--- config.mk ---
export PLATFORM = sky130hd
export DESIGN_NAME = parking_gate_arbiter_flat
export DESIGN_NICKNAME = d
export VERILOG_FILES = /design/src/rtl/parking_gate_arbiter_if.sv /design/src/rtl/parking_gate_arbiter.sv /design/src/flat_wrapper.sv
export SDC_FILE = /design/constraint.sdc
export NUM_CORES = 1
export LEC_CHECK = 0
export CAP_MARGIN = 20
export CORE_MARGIN = 2
export CORE_UTILIZATION = 45
export CTS_BUF_LIST = sky130_fd_sc_hd__clkbuf_8
export DETAILED_ROUTE_END_ITERATION = 12
export PLACE_DENSITY = 0.77
export SLEW_MARGIN = 20
export SYNTH_ARGS = -nofsm -noshare
export SYNTH_HDL_FRONTEND = slang
export SYNTH_SLANG_ARGS = --single-unit
--- constraint.sdc ---
create_clock -name clk -period 2 [get_ports clk]
set_input_delay 0.3 -clock clk [delete_from_list [all_inputs] [get_ports clk]]
set_output_delay 0.3 -clock clk [all_outputs]
set_load 0.01 [all_outputs]
--- src/rtl/parking_gate_arbiter_if.sv ---
// Lane-request / barrier bundle between the four lane requesters (plus the occupancy counter
// flags and the loop sensor) and parking_gate_arbiter.
//   req[3:0]            level requests: [0] uni entry, [1] guest entry, [2] uni exit, [3] guest exit
//   *_space_ok          counter flags, vacancy > 0 per class
//   *_occupied          counter flags, parked > 0 per class
//   car_passed          loop sensor, high while a car is under the barrier
//   gnt / deny          one-hot single-cycle acknowledge per lane
//   gate_open           barrier up
//   car_entered/exited  single-cycle commit pulses to the counter, is_uni_* qualify them
//   timeout             single-cycle pulse, granted car never arrived
//   busy / state        FSM status for debug
interface parking_gate_arbiter_if;
  logic [3:0] req;
  logic       uni_space_ok;
  logic       guest_space_ok;
  logic       uni_occupied;
  logic       guest_occupied;
  logic       car_passed;
  logic [3:0] gnt;
  logic [3:0] deny;
  logic       gate_open;
  logic       car_entered;
  logic       car_exited;
  logic       is_uni_car_entered;
  logic       is_uni_car_exited;
  logic       timeout;
  logic       busy;
  logic [2:0] state;

  modport master (
    output req, uni_space_ok, guest_space_ok, uni_occupied, guest_occupied, car_passed,
    input  gnt, deny, gate_open, car_entered, car_exited, is_uni_car_entered,
           is_uni_car_exited, timeout, busy, state
  );

  modport slave (
    input  req, uni_space_ok, guest_space_ok, uni_occupied, guest_occupied, car_passed,
    output gnt, deny, gate_open, car_entered, car_exited, is_uni_car_entered,
           is_uni_car_exited, timeout, busy, state
  );
endinterface

--- src/rtl/parking_gate_arbiter.sv ---
// Shares one parking barrier among four lane requesters (uni/guest entry, uni/guest exit).
// Requests are served round-robin; entries are checked against the counter's space flags and
// exits against its occupancy flags. Runs the barrier FSM and emits exactly one commit pulse
// per physical pass.
// Ports:
//   clk    system clock, all state on posedge
//   rst_n  asynchronous active-low reset
//   bus    parking_gate_arbiter_if.slave, see the interface for the signal list
// Parameters:
//   OPEN_TIMEOUT  cycles the gate stays open waiting for a car before aborting (>= 1)
//   COOLDOWN      cycles the gate stays closed between transactions (>= 1)
module parking_gate_arbiter #(
  parameter int unsigned OPEN_TIMEOUT = 30,
  parameter int unsigned COOLDOWN     = 2
) (
  input logic                   clk,
  input logic                   rst_n,
  parking_gate_arbiter_if.slave bus
);

  typedef enum logic [2:0] {
    StIdle     = 3'd0,
    StGrant    = 3'd1,
    StOpenWait = 3'd2,
    StOpenPass = 3'd3,
    StCooldown = 3'd4
  } state_e;

  localparam int unsigned TimerW = (OPEN_TIMEOUT > 1) ? $clog2(OPEN_TIMEOUT) : 1;
  localparam int unsigned CoolW  = (COOLDOWN > 1) ? $clog2(COOLDOWN) : 1;
  localparam logic [TimerW-1:0] TimerLast = TimerW'(OPEN_TIMEOUT - 1);
  localparam logic [CoolW-1:0]  CoolLast  = CoolW'(COOLDOWN - 1);

  state_e            state_q;
  logic [1:0]        ptr_q;
  logic              lane_exit_q;
  logic [TimerW-1:0] timer_q;
  logic [CoolW-1:0]  cool_q;
  logic [3:0]        gnt_q;
  logic [3:0]        deny_q;
  logic              gate_q;
  logic              entered_q;
  logic              exited_q;
  logic              uni_in_q;
  logic              uni_out_q;
  logic              timeout_q;

  // Lane k is serviceable when its counter flag allows the move.
  logic [3:0] eligible;
  assign eligible = {bus.guest_occupied, bus.uni_occupied, bus.guest_space_ok, bus.uni_space_ok};

  // First set request at or after ptr_q, wrapping mod 4.
  logic       pick_valid;
  logic [1:0] pick_idx;
  always_comb begin
    pick_valid = 1'b0;
    pick_idx   = ptr_q;
    for (int i = 0; i < 4; i++) begin
      if (!pick_valid && bus.req[ptr_q + 2'(i)]) begin
        pick_valid = 1'b1;
        pick_idx   = ptr_q + 2'(i);
      end
    end
  end

  always_ff @(posedge clk or negedge rst_n) begin
    if (!rst_n) begin
      state_q     <= StIdle;
      ptr_q       <= 2'd0;
      lane_exit_q <= 1'b0;
      timer_q     <= '0;
      cool_q      <= '0;
      gnt_q       <= 4'd0;
      deny_q      <= 4'd0;
      gate_q      <= 1'b0;
      entered_q   <= 1'b0;
      exited_q    <= 1'b0;
      uni_in_q    <= 1'b0;
      uni_out_q   <= 1'b0;
      timeout_q   <= 1'b0;
    end else begin
      // Pulse outputs default low every cycle.
      gnt_q     <= 4'd0;
      deny_q    <= 4'd0;
      entered_q <= 1'b0;
      exited_q  <= 1'b0;
      timeout_q <= 1'b0;
      case (state_q)
        StIdle: begin
          if (pick_valid) begin
            ptr_q <= pick_idx + 2'd1;
            if (eligible[pick_idx]) begin
              state_q     <= StGrant;
              lane_exit_q <= pick_idx[1];
              gnt_q       <= 4'd1 << pick_idx;
              // Qualifiers settle with the grant so they lead any commit by several cycles.
              uni_in_q    <= (pick_idx == 2'd0);
              uni_out_q   <= (pick_idx == 2'd2);
            end else begin
              deny_q <= 4'd1 << pick_idx;
            end
          end
        end
        StGrant: begin
          state_q <= StOpenWait;
          gate_q  <= 1'b1;
          timer_q <= '0;
        end
        StOpenWait: begin
          // An arriving car wins over an expiring timer.
          if (bus.car_passed) begin
            state_q <= StOpenPass;
          end else if (timer_q == TimerLast) begin
            state_q   <= StCooldown;
            gate_q    <= 1'b0;
            timeout_q <= 1'b1;
            cool_q    <= '0;
          end else begin
            timer_q <= timer_q + 1'b1;
          end
        end
        StOpenPass: begin
          if (!bus.car_passed) begin
            state_q   <= StCooldown;
            gate_q    <= 1'b0;
            cool_q    <= '0;
            entered_q <= ~lane_exit_q;
            exited_q  <= lane_exit_q;
          end
        end
        StCooldown: begin
          if (cool_q == CoolLast) begin
            state_q <= StIdle;
          end else begin
            cool_q <= cool_q + 1'b1;
          end
        end
        default: begin
          state_q <= StIdle;
          gate_q  <= 1'b0;
        end
      endcase
    end
  end

  assign bus.gnt                = gnt_q;
  assign bus.deny               = deny_q;
  assign bus.gate_open          = gate_q;
  assign bus.car_entered        = entered_q;
  assign bus.car_exited         = exited_q;
  assign bus.is_uni_car_entered = uni_in_q;
  assign bus.is_uni_car_exited  = uni_out_q;
  assign bus.timeout            = timeout_q;
  assign bus.busy               = (state_q != StIdle);
  assign bus.state              = state_q;

endmodule

--- src/flat_wrapper.sv ---
// flat-port wrapper written by rule: the top's interface ports become plain ports
module parking_gate_arbiter_flat 
#(
  parameter int unsigned OPEN_TIMEOUT = 30,
  parameter int unsigned COOLDOWN     = 2
)
  (clk, rst_n, bus_req, bus_uni_space_ok, bus_guest_space_ok, bus_uni_occupied, bus_guest_occupied, bus_car_passed, bus_gnt, bus_deny, bus_gate_open, bus_car_entered, bus_car_exited, bus_is_uni_car_entered, bus_is_uni_car_exited, bus_timeout, bus_busy, bus_state);
  parking_gate_arbiter_if bus_i ();
  input logic clk;
  input logic rst_n;
  input wire logic [$bits(bus_i.req)-1:0] bus_req;
  input wire logic [$bits(bus_i.uni_space_ok)-1:0] bus_uni_space_ok;
  input wire logic [$bits(bus_i.guest_space_ok)-1:0] bus_guest_space_ok;
  input wire logic [$bits(bus_i.uni_occupied)-1:0] bus_uni_occupied;
  input wire logic [$bits(bus_i.guest_occupied)-1:0] bus_guest_occupied;
  input wire logic [$bits(bus_i.car_passed)-1:0] bus_car_passed;
  output wire logic [$bits(bus_i.gnt)-1:0] bus_gnt;
  output wire logic [$bits(bus_i.deny)-1:0] bus_deny;
  output wire logic [$bits(bus_i.gate_open)-1:0] bus_gate_open;
  output wire logic [$bits(bus_i.car_entered)-1:0] bus_car_entered;
  output wire logic [$bits(bus_i.car_exited)-1:0] bus_car_exited;
  output wire logic [$bits(bus_i.is_uni_car_entered)-1:0] bus_is_uni_car_entered;
  output wire logic [$bits(bus_i.is_uni_car_exited)-1:0] bus_is_uni_car_exited;
  output wire logic [$bits(bus_i.timeout)-1:0] bus_timeout;
  output wire logic [$bits(bus_i.busy)-1:0] bus_busy;
  output wire logic [$bits(bus_i.state)-1:0] bus_state;
  assign bus_i.req = bus_req;
  assign bus_i.uni_space_ok = bus_uni_space_ok;
  assign bus_i.guest_space_ok = bus_guest_space_ok;
  assign bus_i.uni_occupied = bus_uni_occupied;
  assign bus_i.guest_occupied = bus_guest_occupied;
  assign bus_i.car_passed = bus_car_passed;
  assign bus_gnt = bus_i.gnt;
  assign bus_deny = bus_i.deny;
  assign bus_gate_open = bus_i.gate_open;
  assign bus_car_entered = bus_i.car_entered;
  assign bus_car_exited = bus_i.car_exited;
  assign bus_is_uni_car_entered = bus_i.is_uni_car_entered;
  assign bus_is_uni_car_exited = bus_i.is_uni_car_exited;
  assign bus_timeout = bus_i.timeout;
  assign bus_busy = bus_i.busy;
  assign bus_state = bus_i.state;
  parking_gate_arbiter #(.OPEN_TIMEOUT(OPEN_TIMEOUT), .COOLDOWN(COOLDOWN)) u_core (.clk(clk), .rst_n(rst_n), .bus(bus_i));
endmodule
==> metrics <==
DRC Markers 0; die area 3410 sq um; Hold Vio Cnt, Final 0; synth-to-layout area growth 40.5%; crit-path cells buf_6 > nor3_2 > or4_4 > a221o_2 > nand3_4 > mux2_4; synth unique cells 42; Final Critical Period 2010 ps; ys flop type dfrtp_1; Lkg Pwr 0.897 nW; Seq pwr share 32.7%; area of placed instances 1760 sq um; largest fanout on the critical path 4; GR Util All Layers 20.4%; layout cell share with drive strength beyond 1 22.9%; area of the multi-input gates 643 sq um; EDFF count, synth 0; post-DP HPWL 2.26 mm; worst vdd ir 0.000911 V; reg2reg setup slack -7 ps; Worst Hold Class primary input to async pin; diode count 0; Sw Pwr 0.898 mW; Int Pwr 1.63 mW; final instance area 1870 sq um; cell family with most CP delay simple AND/OR/NAND/NOR gates; sw frac 35.5%; combinational fraction of design power 49.9%; IO Pins 29; crit path kind register to register; register area 652 sq um; Worst-path clk slew 90 ps; Avg Vias per Cell 5.48; Placed Instances 198; Worst Path Arrival 2180 ps; CP Depth 6; number of buffers created by CTS 3; worst path required time 2170 ps; cell count after synthesis 127; MaxCap Viol Count 0; Max Clk Rate 498 MHz; final critical-path share of the clock period 100%; DR WL/cell 15.0 um; Die Ht 58.4 um; DRT iter0 DRCs 21; crit path capture type register; Longest Clk Path Bufs 2; placement row count 19; Final ANT Viol Nets 0; Root Driver clkbuf_8; clock network fraction of total power 17.4%; routed vias 1129; CP max-delay cell or4_4; Finished Layout Cells 206; measured slew at the worst slew-check pin 435 ps; hold-fix buffers at CTS 0; largest net degree at the start of global routing 27; Final WS setup -6.55 ps; status finished with violations; core footprint 2780 sq um; Power Dens Cells 1350 nW/um^2; count of final setup violators 3; Yosys reg bits 26; htree depth 1; CP startpoint kind register; vias in the first global route 1129; R2R cell count 6; Synth Area per Inst 10.5 sq um; Synth Net Count 144; fillers 232; Placer Congestion 0.808; synthesized cell area 1330 sq um; CTS tree built; first-pass GRT wire length 5.23 mm; Buffers on Ports 28; violated checks setup timing; Max Clock Skew 4.56 ps; clk sinks 26; grt ovf 0; Slew HR 70.8%; initial antenna violation count 0; CP bufs+invs 1; Setup WS pre-CTS -396 ps; initial core utilization 47.8%; Critical Path Max Stage Delay 510 ps; asr flop ratio synth 100%; first-pass detailed-route iteration total 4; register area share after synthesis 48.9%; Clock Latency Late Sink 280 ps; Syn. warnings 0; RSZ-0062 raised after global routing yes; Slew Limit Fails 0; Nets 193; Routed WL 3.09 mm; die width 58.4 um
[logic make-up (layout without fill, tap and decap cells)]
kind of cell               after synthesis  count (layout)  synth area share, %
and+or+nand+nor                         50              50                 22.9
AOI/OAI and AO/OA                       26              26                 12.9
DFF                                     26              26                 48.9
buffers and inverters                   12              60                 3.58
adders and majority gates                6               6                 5.64
muxes                                    4               4                 4.14
xor gates and xnor gates                 3               3                 1.98
[per-layer routing]
layer	share of wire, %	global-route usage [%]
met5	0	0
met4	1.6	8.64
met3	5.0	3.52
met2	50	33.9
met1	44	26.3
[Yosys cell counts, types with 3 or more instances]
library cell,instances,area share (%)
o21ai_0,10,3.8
ha_1,6,5.6
inv_1,7,2.0
a21oi_1,5,1.9
and3_1,5,2.4
nand2_1,7,2.0
dfrtp_1,26,49
nor2_1,13,3.7
clkbuf_1,3,0.85
mux2_4,3,3.4
nor2b_1,3,1.4
[registers in the layout (all words and copies together) (netlist names)]
register	flops
u_core.bus.is_uni_car_entered	1
u_core.bus.state	3
u_core.bus.car_entered	1
u_core.cool_q	1
u_core.bus.gate_open	1
u_core.bus.car_exited	1
u_core.bus.timeout	1
u_core.bus.gnt	4
u_core.lane_exit_q	1
u_core.ptr_q	2
u_core.bus.deny	4
u_core.bus.is_uni_car_exited	1
u_core.timer_q	5
[per-stage QoR]
step	hold WS [ps]	TNS, ps	util (%)	total power, mW
after CTS	389	-121	66.6	2.50
final	383	-14.0	67.2	2.53
after floorplan	4.41	0	-	1.47
after detailed placement	457	-3800	63.1	2.01
after global placement	461	-3050	63.1	1.95
after global routing	432	-154	67.2	2.70
[power by group through the flow]
stage,registers (mW),clock network [mW],logic [mW]
after floorplan,0.809,0,0.664
after global placement,0.820,0,1.13
after detailed placement,0.829,0,1.18
after CTS,0.816,0.445,1.24
after global routing,0.850,0.468,1.38
final,0.827,0.440,1.26
[cell type report]
cell class                      count  share of cell area (%)
Clock buffer                        3                    2.21
Clock inverter                      1                    1.61
Inverter                            7                    1.41
Multi-Input combinational cell     89                    34.4
Sequential cell                    26                    34.9
Tap cell                           31                    2.07
Timing Repair Buffer               49                    23.4
[what timing repair did]
item	4_1_cts	5_1_grt
endpoints found under the setup margin	5	7
gates resized for setup	3	4
pin swaps	4	3
buffers inserted	4	0
[placed cells by master (no fill, tap or decap), drive strengths merged, types with 5 or more instances in the layout]
| cell type | netlist | final |
|---|---|---|
| and3 | 5 | 5 |
| clkdlybuf4s50 | 0 | 25 |
| o21ai | 10 | 10 |
| ha | 6 | 6 |
| buf | 2 | 21 |
| a21oi | 5 | 5 |
| nand2 | 8 | 8 |
| nor2 | 13 | 13 |
| dfrtp | 26 | 26 |
| inv | 7 | 7 |
[final timing paths]
path,end,start
setup / recovery,u_core.bus.is_uni_car_exited$_DFFE_PN0P_,u_core.ptr_q[1]$_DFFE_PN0P_
hold / removal,u_core.cool_q$_DFFE_PN0P_,rst_n
setup reg to reg,u_core.bus.is_uni_car_exited$_DFFE_PN0P_,u_core.ptr_q[1]$_DFFE_PN0P_
hold reg to reg,u_core.bus.car_entered$_DFF_PN0_,u_core.lane_exit_q$_DFFE_PN0P_
max in group asynchronous,u_core.bus.state[0]$_DFFE_PN0P_,rst_n
min in group clk,u_core.bus.car_entered$_DFF_PN0_,u_core.lane_exit_q$_DFFE_PN0P_
Power figures use the tool's default switching activity.
